$ cat src/rtl/gf180mcu_fd_sc_mcu7t5v0__inv_pipe.sv
// Registered, valid/ready flow-controlled masked-inverter pipeline of DEPTH stages.
// Optional scan chain (SE/SI/SO) enabled by defining GF180MCU_FD_SC_MCU7T5V0_INV_PIPE_SCAN_EN.
module gf180mcu_fd_sc_mcu7t5v0__inv_pipe #(
    parameter int               WIDTH    = 8,
    parameter int               DEPTH    = 2,
    parameter logic [WIDTH-1:0] INV_MASK = {WIDTH{1'b1}}
) (
    input  logic                         CLK,
    input  logic                         RN,
    input  logic [WIDTH-1:0]             I,
    input  logic                         POL,
    input  logic                         IV,
    output logic                         IR,
    output logic [WIDTH-1:0]             ZN,
    output logic                         ZV,
    input  logic                         ZR,
    input  logic                         FLUSH,
    output logic [$clog2(DEPTH+1)-1:0]   CNT
`ifdef GF180MCU_FD_SC_MCU7T5V0_INV_PIPE_SCAN_EN
    ,
    input  logic                         SE,
    input  logic                         SI,
    output logic                         SO
`endif
);

    localparam int CNT_W = $clog2(DEPTH+1);

    if (DEPTH < 1 || DEPTH > 8) begin : g_depth_check
        $error("gf180mcu_fd_sc_mcu7t5v0__inv_pipe: DEPTH must be in 1..8");
    end
    if (WIDTH < 1 || WIDTH > 64) begin : g_width_check
        $error("gf180mcu_fd_sc_mcu7t5v0__inv_pipe: WIDTH must be in 1..64");
    end

    function automatic logic [WIDTH-1:0] apply_mask(input logic [WIDTH-1:0] word,
                                                    input logic             pol);
        return pol ? (word ^ INV_MASK) : word;
    endfunction

    logic [WIDTH-1:0] data_p [DEPTH];
    logic [DEPTH-1:0] vld_p;
    logic [DEPTH-1:0] adv;
    logic             scan_on;
    logic             acc;
    logic [CNT_W-1:0] cnt_c;

`ifdef GF180MCU_FD_SC_MCU7T5V0_INV_PIPE_SCAN_EN
    localparam int CHAIN_W = DEPTH * (WIDTH + 1);

    logic [CHAIN_W-1:0] chain_q;
    logic [CHAIN_W-1:0] chain_d;

    // Chain order from SI: v_0, data_0[0..WIDTH-1], v_1, data_1[...], ... -> SO.
    always_comb begin
        chain_q = '0;
        for (int k = 0; k < DEPTH; k++) begin
            chain_q[k*(WIDTH+1)]            = vld_p[k];
            chain_q[k*(WIDTH+1)+1 +: WIDTH] = data_p[k];
        end
        chain_d = {chain_q[CHAIN_W-2:0], SI};
    end

    assign SO      = chain_q[CHAIN_W-1];
    assign scan_on = SE;
`else
    assign scan_on = 1'b0;
`endif

    // A stage may load when it, or any stage downstream of it, is empty, or the output drains.
    always_comb begin
        logic room;
        adv  = '0;
        room = ZR;
        for (int k = DEPTH - 1; k >= 0; k--) begin
            room   = room || !vld_p[k];
            adv[k] = room;
        end
    end

    assign IR  = RN && !FLUSH && !scan_on && adv[0];
    assign acc = IV && IR;

    always_ff @(posedge CLK or negedge RN) begin
        if (!RN) begin
            vld_p <= '0;
            for (int k = 0; k < DEPTH; k++) begin
                data_p[k] <= '0;
            end
        end
`ifdef GF180MCU_FD_SC_MCU7T5V0_INV_PIPE_SCAN_EN
        else if (SE) begin
            for (int k = 0; k < DEPTH; k++) begin
                vld_p[k]  <= chain_d[k*(WIDTH+1)];
                data_p[k] <= chain_d[k*(WIDTH+1)+1 +: WIDTH];
            end
        end
`endif
        else if (FLUSH) begin
            vld_p <= '0;
        end
        else begin
            // Stage 0: the only place the mask is applied.
            if (adv[0]) begin
                vld_p[0] <= acc;
                if (acc) begin
                    data_p[0] <= apply_mask(I, POL);
                end
            end
            // Stages 1..DEPTH-1: plain copy from the previous stage.
            for (int k = 1; k < DEPTH; k++) begin
                if (adv[k]) begin
                    vld_p[k] <= vld_p[k-1];
                    if (vld_p[k-1]) begin
                        data_p[k] <= data_p[k-1];
                    end
                end
            end
        end
    end

    always_comb begin
        cnt_c = '0;
        for (int k = 0; k < DEPTH; k++) begin
            cnt_c = cnt_c + CNT_W'(vld_p[k]);
        end
    end

    assign CNT = cnt_c;
    assign ZN  = data_p[DEPTH-1];
    assign ZV  = vld_p[DEPTH-1];

endmodule
$ cat config.mk
export PLATFORM = sky130hd
export DESIGN_NAME = gf180mcu_fd_sc_mcu7t5v0__inv_pipe
export DESIGN_NICKNAME = d
export VERILOG_FILES = /design/src/rtl/gf180mcu_fd_sc_mcu7t5v0__inv_pipe.sv
export SDC_FILE = /design/constraint.sdc
export NUM_CORES = 1
export LEC_CHECK = 0
export CORE_ASPECT_RATIO = 1.5
export CORE_MARGIN = 2
export CORE_UTILIZATION = 41
export DETAILED_ROUTE_END_ITERATION = 12
export HOLD_SLACK_MARGIN = 0.02
export PLACE_DENSITY = 0.74
export SLEW_MARGIN = 40
export SYNTH_ARGS = -nofsm -noshare
export SYNTH_HDL_FRONTEND = slang
export SYNTH_SLANG_ARGS = --single-unit
export TNS_END_PERCENT = 30
$ cat constraint.sdc
create_clock -name CLK -period 1.5 [get_ports CLK]
set_input_delay 0.3 -clock CLK [delete_from_list [all_inputs] [get_ports CLK]]
set_output_delay 0.3 -clock CLK [all_outputs]
set_load 0.01 [all_outputs]
After elaboration in Yosys (flattened, before gate mapping)
Cells that the tools add are included.

word-level totals
  register bits after elaboration = 18
  input port bits = 14
  output and inout port bits = 12
  logic and storage cells = 23

operators by class
  add/sub/neg operators = 1
  muxes and demuxes = 4
  bitwise logic cells = 2
  reductions and logical operators = 12

operators with widths
  cell                                    count
  8-bit two-way mux                       1
  8-bit inverter                          1
  3-bit AND reduction                     2
  2-bit nonzero test                      2
  1-bit logical AND                       3
  1-bit logical NOT                       3
  1-bit by 1-bit adder with 2-bit output  1
  1-bit logical OR                        2
  1-bit two-way mux                       2
  2-bit two-way mux                       1
  1-bit inverter                          1

Logic depth before layout (Yosys ltp)
Gate-level depths: netlist of run 1.

  depth after elaboration = 7
  gate-level depth with buffers = 3
  gate-level depth less buffers = 3

Worst setup path after synthesis of run 1
No wires, ideal clock.

  kind = reg-to-reg
  from = register vld_p[1]
  to = register data_p[10] in the netlist's numbering
  arrival = 1.396 ns
  required time = 1.375 ns
  setup slack = -0.020 ns
  stages on the path, launching flop included = 4
  buffers on the path = 0
  path through = dfrtp_1 nor2b_2 a211oi_4 mux2_2

on the way
  longest elaborated chain between the ends = 6

RTL lines
  element                          line  source
  start, declared                  42    logic [DEPTH-1:0] vld_p;
  start signal, assigned by index  113   vld_p[k] <= vld_p[k-1];
  1-bit logical NOT *              76    room = room || !vld_p[k];
  1-bit logical OR * (2 in a row)  76
  1-bit logical AND                81    assign IR = RN && !FLUSH && !scan_on && adv[0];
  1-bit logical AND                82    assign acc = IV && IR;
  3-bit AND reduction (no line) *  --
  end signal, assigned by index    115   data_p[k] <= data_p[k-1];
  end, declared                    41    logic [WIDTH-1:0] data_p [DEPTH];

Mark *: on every way between the ends. The rest lies on a longest branch, timed or not.
A chain may end at the register's enable or synchronous reset.

Worst setup path after layout of run 1
  from = register vld_p[0]
  to = register data_p[13] in the netlist's numbering

on the way
  longest elaborated chain between the ends = 5

RTL lines
  element                          line
  1-bit logical NOT *              76
  1-bit logical OR *               76
  1-bit logical AND                81
  1-bit logical AND                82
  3-bit AND reduction (no line) *  --

Marks and branches as above.

==> summary.md, run 1 <==
| Metric | Value |
|---|---|
| Routed WL | 1.62 mm |
| Max Clock Skew | 0.00726 ns |
| Worst R2R Path Depth | 5 |
| Clk pin slew, worst setup/hold paths | 0.11 ns |
| Post-synth EDFFs | 0 |
| Detail Placement HPWL | 1.14 mm |
| Post-synth ARST share | 100% |
| Hold_ws | 0.192 ns |
| Worst hold path type | in -> async |
| Placed insts | 110 |
| Area of the multi-input gates | 392 sq um |
| Leakage | 0.657 nW |
| Vias in the first global route | 611 |
| Clk network pwr share | 20.4% |
| Max layer used | met4 |
| Initial Util | 43.3% |
| Via density | 4.73 |
| Leading area contributor after synthesis | dfrtp_1 |
| Top post-synthesis cells by area | dfrtp_1 (52%), mux2_2 (21%), xor2_1 (8.1%), buf_4 (6.9%), a211oi_4 (2.3%) |
| Share of cells above drive strength 1 | 40.9% |
| VDD IR-drop max | 0.000819 V |
| Synth Area per Inst | 14.0 sq um |
| Largest net degree at the start of global routing | 19 |
| Slew HR | 84.0% |
| Root Buffer | clkbuf_4 |
| H-tree levels | 1 |
| Via Count | 544 |
| Post-synthesis sequential area ratio | between 50% and 60% |
| CP arrival | 1.71 ns |
| Setup violators final | 8 |
| Main synth FF type | dfrtp_1 |
| Period utilization | 102% |
| Max Transition Viols Final | 0 |
| Syn Nets | 77 |
| Sw Pwr | 0.381 mW |
| Gr ovfl total | 0 |
| Cell Int Power | 1.09 mW |
| Worst setup margin | -0.0282 ns |
| Unrepaired setup endpoints after global routing | true |
| Worst-path fanout max | 5 |
| Cts bufs inserted | 3 |
| Nets | 109 |
| Fillers | between 150 and 200 |
| Fin. Hold Viols | 0 |
| Final Instance Count excl. Fillers | 115 |
| Synth Warn # | 0 |
| FF+latch count, synth | 18 |
| Metal2 WL | between 800 and 900 microns |
| Post-synth top area share | 51.9% |
| Wire length per cell | between 10 and 15 microns |
| Logic pwr share | between 30% and 40% |
| Synthesized area | 867 sq um |
| Clk_lat worst skew | 0.29 ns |
| GPL Wtd Cong | 0.725 |
| Sw Share | between 20% and 30% |
| Max Root-Sink Buffers | 2 |
| Top cells by count, synth | dfrtp_1 (18), mux2_2 (16), buf_4 (8), xor2_1 (8) |
| DRT met1 WL | 679 microns |
| MaxCap Viol Count | 0 |
| PortBufs | 25 |
| Crit path launch type | flop |
| CTS hold repair buffers | 0 |
| DRC Markers | 0 |
| CTS tree | done |
| Drt pass-1 iters | 4 |
| First-pass GRT wire length | 2.70 mm |
| Top Ports | 26 |
| DR WL met3 | 65 microns |
| Antenna violations before repair | 0 |
| Most common cell in the netlist | dfrtp_1 |
| PD cells | roughly 1200 mW/mm^2 |
| Slew @ Worst Pin | approximately 0.24 ns |
| Seq. cell area | between 400 and 500 sq um |
| GRT Overall Usage | 14.4% |
| Antenna cells | 0 |
| Die width | between 40 and 50 microns |
| Synth Instances | 62 |
| Die H | roughly 60 microns |
| Setup TNS | -0.114 ns |
| Yosys cell types | 14 |
| Failing checks | setup timing |
| Seq pwr share | 46.7% |
| Die Area | 0.00251 sq mm |
| Outcome | finished with violations |
| Fmax | 654 MHz |
| Core Region | 0.00200 sq mm |
| Critical Path RT | 1.68 ns |
| Crit Path Class | reg -> reg |
| CTS Sinks | 18 |
| Post-layout min period | 1.53 ns |
| DRT iter0 DRCs | 12 |
| Area Overhead vs Synth | 46.6% |
| Rows | 20 |
| CP endpoint kind | flop |
| Remaining antenna violation count after routing | 0 |
## critical path: stages, from the launching register on
cell and delay (ns):
dfrtp_1 0.42, buf_6 0.13, buf_6 0.12, a211oi_4 0.28, buf_6 0.17, mux2_4 0.30
## metrics by stage
step	setup slack (ns)	area (sq um)	power, mW	util [%]
after detailed placement	-0.420	1160	1.17	57.8
after CTS	-0.0528	1210	1.46	60.6
after global routing	-0.0881	1270	1.56	63.5
final	-0.0282	1270	1.47	63.5
after global placement	-0.402	1160	1.15	57.8
after floorplan	0.00625	867	1.01	-
## cell type report
cell class	count	share of cell area [%]
multi-input combinational	33	30.8
tap	22	2.17
clock buffer	4	2.85
timing repair buffer	36	28.1
inverter	2	0.591
sequential	18	35.4
## power by group through the flow
stage | sequential [mW] | clock [mW] | combinational [mW]
after detailed placement | 0.699 | 0 | 0.466
after floorplan | 0.680 | 0 | 0.325
after CTS | 0.688 | 0.306 | 0.468
final | 0.687 | 0.299 | 0.485
after global routing | 0.707 | 0.328 | 0.524
after global placement | 0.693 | 0 | 0.457
## layer usage
| metal | GRT usage (%) | vias up |
|---|---|---|
| li1 | - | 259 |
| met1 | 16.5 | 267 |
| met2 | 25.7 | 16 |
| met3 | 1.21 | 2 |
| met4 | 9.68 | 0 |
| met5 | 0 | - |
## layout by cell type (no fill, tap or decap)
cell	synthesis	final
dfrtp_1	18	18
mux2_4	0	11
clkdlybuf4s50_1	0	11
xor2_1	8	8
buf_6	0	7
dlymetal6s2s_1	0	6
mux2_2	16	5
dlygate4sd2_1	0	5
buf_4	8	4
clkbuf_4	0	3
inv_1	2	2
nor2_1	2	2
buf_2	0	2
nor2b_4	0	1
nand2b_4	1	1
a21oi_1	1	1
nor3b_4	1	1
a211oi_4	1	1
a31o_2	1	1
ha_1	1	1
clkbuf_8	0	1
clkdlybuf4s15_1	0	1
## flip-flops by register name, summed over array words and instances (netlist names)
name,cells
ZN,8
data_p,8
vld_p,2
## repair_timing
| action | 4_1_cts | 5_1_grt |
|---|---|---|
| endpoints found under the setup margin | 19 | 24 |
| pin swaps | 1 | 1 |
| setup buffers | 1 | 0 |
| resized for setup | 22 | 18 |
## final timing paths
path	from	end	slack, ns
worst min-delay path	RN	ZN[0]	0.19
worst max register to register	vld_p[0]	data_p[13]	-0.03
worst min register to register	ZN[7]	ZN[7]	0.51
max in group asynchronous	RN	data_p[15]	1.10
min in group CLK	ZN[7]	ZN[7]	0.51
worst max-delay path	vld_p[0]	data_p[13]	-0.03
## cell families (layout without fill, tap and decap cells)
group	after synthesis	count (layout)	synth area share (%)
and+or+nand+nor	5	5	5.63
AOI/OAI and AO/OA	3	3	3.90
adders and majority gates	1	1	1.44
buffers and inverters	11	42	8.23
muxes	16	16	20.8
xor gates and xnor gates	8	8	8.08
DFF	18	18	51.9
Power figures use the tool's default switching activity.
==> inputs of run 2 (changes only) <==
==> constraint.sdc (replaced) <==
create_clock -name CLK -period 1.5 [get_ports CLK]
set_input_delay 0.3 -clock CLK [delete_from_list [all_inputs] [get_ports CLK]]
set_output_delay 0.3 -clock CLK [all_outputs]
set_load 0.1 [all_outputs]
==> run 2 against run 1 <==
- the flow still finishes with violations (setup timing)
- register-to-register slack lost 0.14 ns
- count of clock-buffer cells in the layout did not move
- first-iteration DRC count shrank 50%
- largest cell class is now buffers
- combinational power increased to 2.7 times the previous value
- clock power barely moved
- non-clock buffer count up 3
- die area is the same
- cell area up 9.4%
- routed wire length decreased by 4.3%
- via count up 3.7%
==> summary.md, run 2 (same netlist as run 1, synthesis figures left out) <==
| Metric | Value |
|---|---|
| Failing checks | setup timing |
| Fin. Hold Viols | 0 |
| Leakage | 0.613 nW |
| Outcome | finished with violations |
| Cts bufs inserted | 3 |
| Worst-path fanout max | 4 |
| Clk_lat worst skew | approximately 0.30 ns |
| CP arrival | 1.85 ns |
| Drt pass-1 iters | 2 |
| Max Clock Skew | 0.00389 ns |
| Die H | roughly 60 microns |
| DRC Markers | 0 |
| Worst setup margin | -0.164 ns |
| Vias in the first global route | 619 |
| Post-layout min period | 1.66 ns |
| CTS Sinks | 18 |
| Die Area | 0.00251 sq mm |
| PortBufs | 25 |
| Crit Path Class | reg -> reg |
| First-pass GRT wire length | between 2 and 3 mm |
| Share of cells above drive strength 1 | a little under three fifths |
| Slew @ Worst Pin | between 0.2 and 0.25 ns |
| Antenna violations before repair | 0 |
| Worst R2R Setup Slack | -0.16 ns |
| Antenna cells | 0 |
| Period utilization | 111% |
| Remaining antenna violation count after routing | 0 |
| Setup TNS | -2.20 ns |
| Die width | 41.6 microns |
| DRT iter0 DRCs | 6 |
| Critical Path RT | 1.69 ns |
| CTS hold repair buffers | 0 |
| Dpl ws | -0.323 ns |
| Via density | 4.78 |
| Fin area | around 0.0014 sq mm |
| Max Transition Viols Final | 0 |
| Power Total | 2.34 mW |
| Fmax | 601 MHz |
| Worst setup path end | data_p[12] |
| Commonest non-fill, non-tap cells in the layout | dfrtp_1 (16), mux2_2 (16), clkdlybuf4s50_1 (12), buf_12 (12), buf_4 (10) |
| Top Ports | 26 |
| Largest net degree at the start of global routing | 19 |
| Area Overhead vs Synth | 60.3% |
| Slew HR | 84.3% |
| Worst R2R Start | vld_p[1] |
| Wire length per cell | 13.2 microns |
| Rows | 20 |
| VDD IR-drop max | approximately 0.0012 V |
| Reg2Reg Capture Point | data_p[12] |
| CTS tree | done |
| Crit path launch type | flop |
| Initial Util | between 40% and 50% |
| PD cells | 1680 mW/mm^2 |
| Max Root-Sink Buffers | 2 |
| Via Count | 564 |
| Clk pin slew, worst setup/hold paths | 0.10 ns |
| Routed WL | between 1.5 and 2 mm |
| Detail Placement HPWL | 1.27 mm |
| GRT Overall Usage | 14.6% |
| H-tree levels | 1 |
| Nets | 112 |
| Worst hold path type | in -> async |
| Placed insts | 112 |
| GPL Wtd Cong | 0.689 |
| CP endpoint kind | flop |
| Root Buffer | clkbuf_4 |
| MaxCap Viol Count | 0 |
| Area of placed instances | approximately 0.0013 sq mm |
| Core Region | 0.00200 sq mm |
| Final Instance Count excl. Fillers | 118 |
| Setup violators final | 19 |
| Worst setup path start | vld_p[1] |
| Unrepaired setup endpoints after global routing | true |
| Gr ovfl total | 0 |
| Worst R2R Path Depth | 5 |
==> run 2: cell type report <==
class	instances	area (sq um)
fill	156	612
timing repair buffer	39	489
sequential	18	455
multi-input combinational	33	374
clock buffer	4	36.3
tap	22	27.5
inverter	2	7.51
==> run 2: worst min path at each step <==
stage,start,end,slack [ns],cells past startpoint
2_1_floorplan,RN,ZN[0],0.004,0
3_3_place_gp,data_p[8],data_p[8],0.49,1
3_5_place_dp,data_p[10],data_p[10],0.49,1
4_1_cts,RN,data_p[11],0.19,2
5_1_grt,RN,ZN[4],0.20,2
6_report,RN,ZN[3],0.17,2
==> run 2: power breakdown <==
| part | internal [mW] | leakage (nW) | switching [mW] |
|---|---|---|---|
| Combinational | 0.510 | 0.376 | 0.788 |
| Clock | 0.148 | 0.0210 | 0.148 |
| Sequential | 0.623 | 0.216 | 0.120 |
| Total | 1.28 | 0.613 | 1.06 |
==> run 2: stage by stage <==
step | hold slack (ns) | util (%)
after floorplan | 0.00441 | -
after global placement | 0.487 | 65.6
after detailed placement | 0.492 | 65.6
after CTS | 0.191 | 68.7
after global routing | 0.205 | 69.4
final | 0.172 | 69.4
==> run 2: worst max-delay path, stage by stage (launching register included) <==
cell and delay, ns:
dfrtp_4 0.49, nor2b_4 0.14, buf_4 0.15, a211oi_4 0.25, buf_4 0.18, mux2_2 0.33
==> run 2: metal layers <==
metal / vias to the layer above / track usage [%] / wire [microns]
li1: 268 / - / -
met1: 276 / 16.5 / 566
met2: 17 / 26.3 / 882
met3: 3 / 1.81 / 62
met4: 0 / 8.29 / 40
met5: - / 0 / 0
==> run 2: repair_timing <==
item,CTS,global route
setup buffers,1,1
endpoints found under the setup margin,4,19
pin swaps,1,0
gates cloned,0,0
resized for setup,5,2
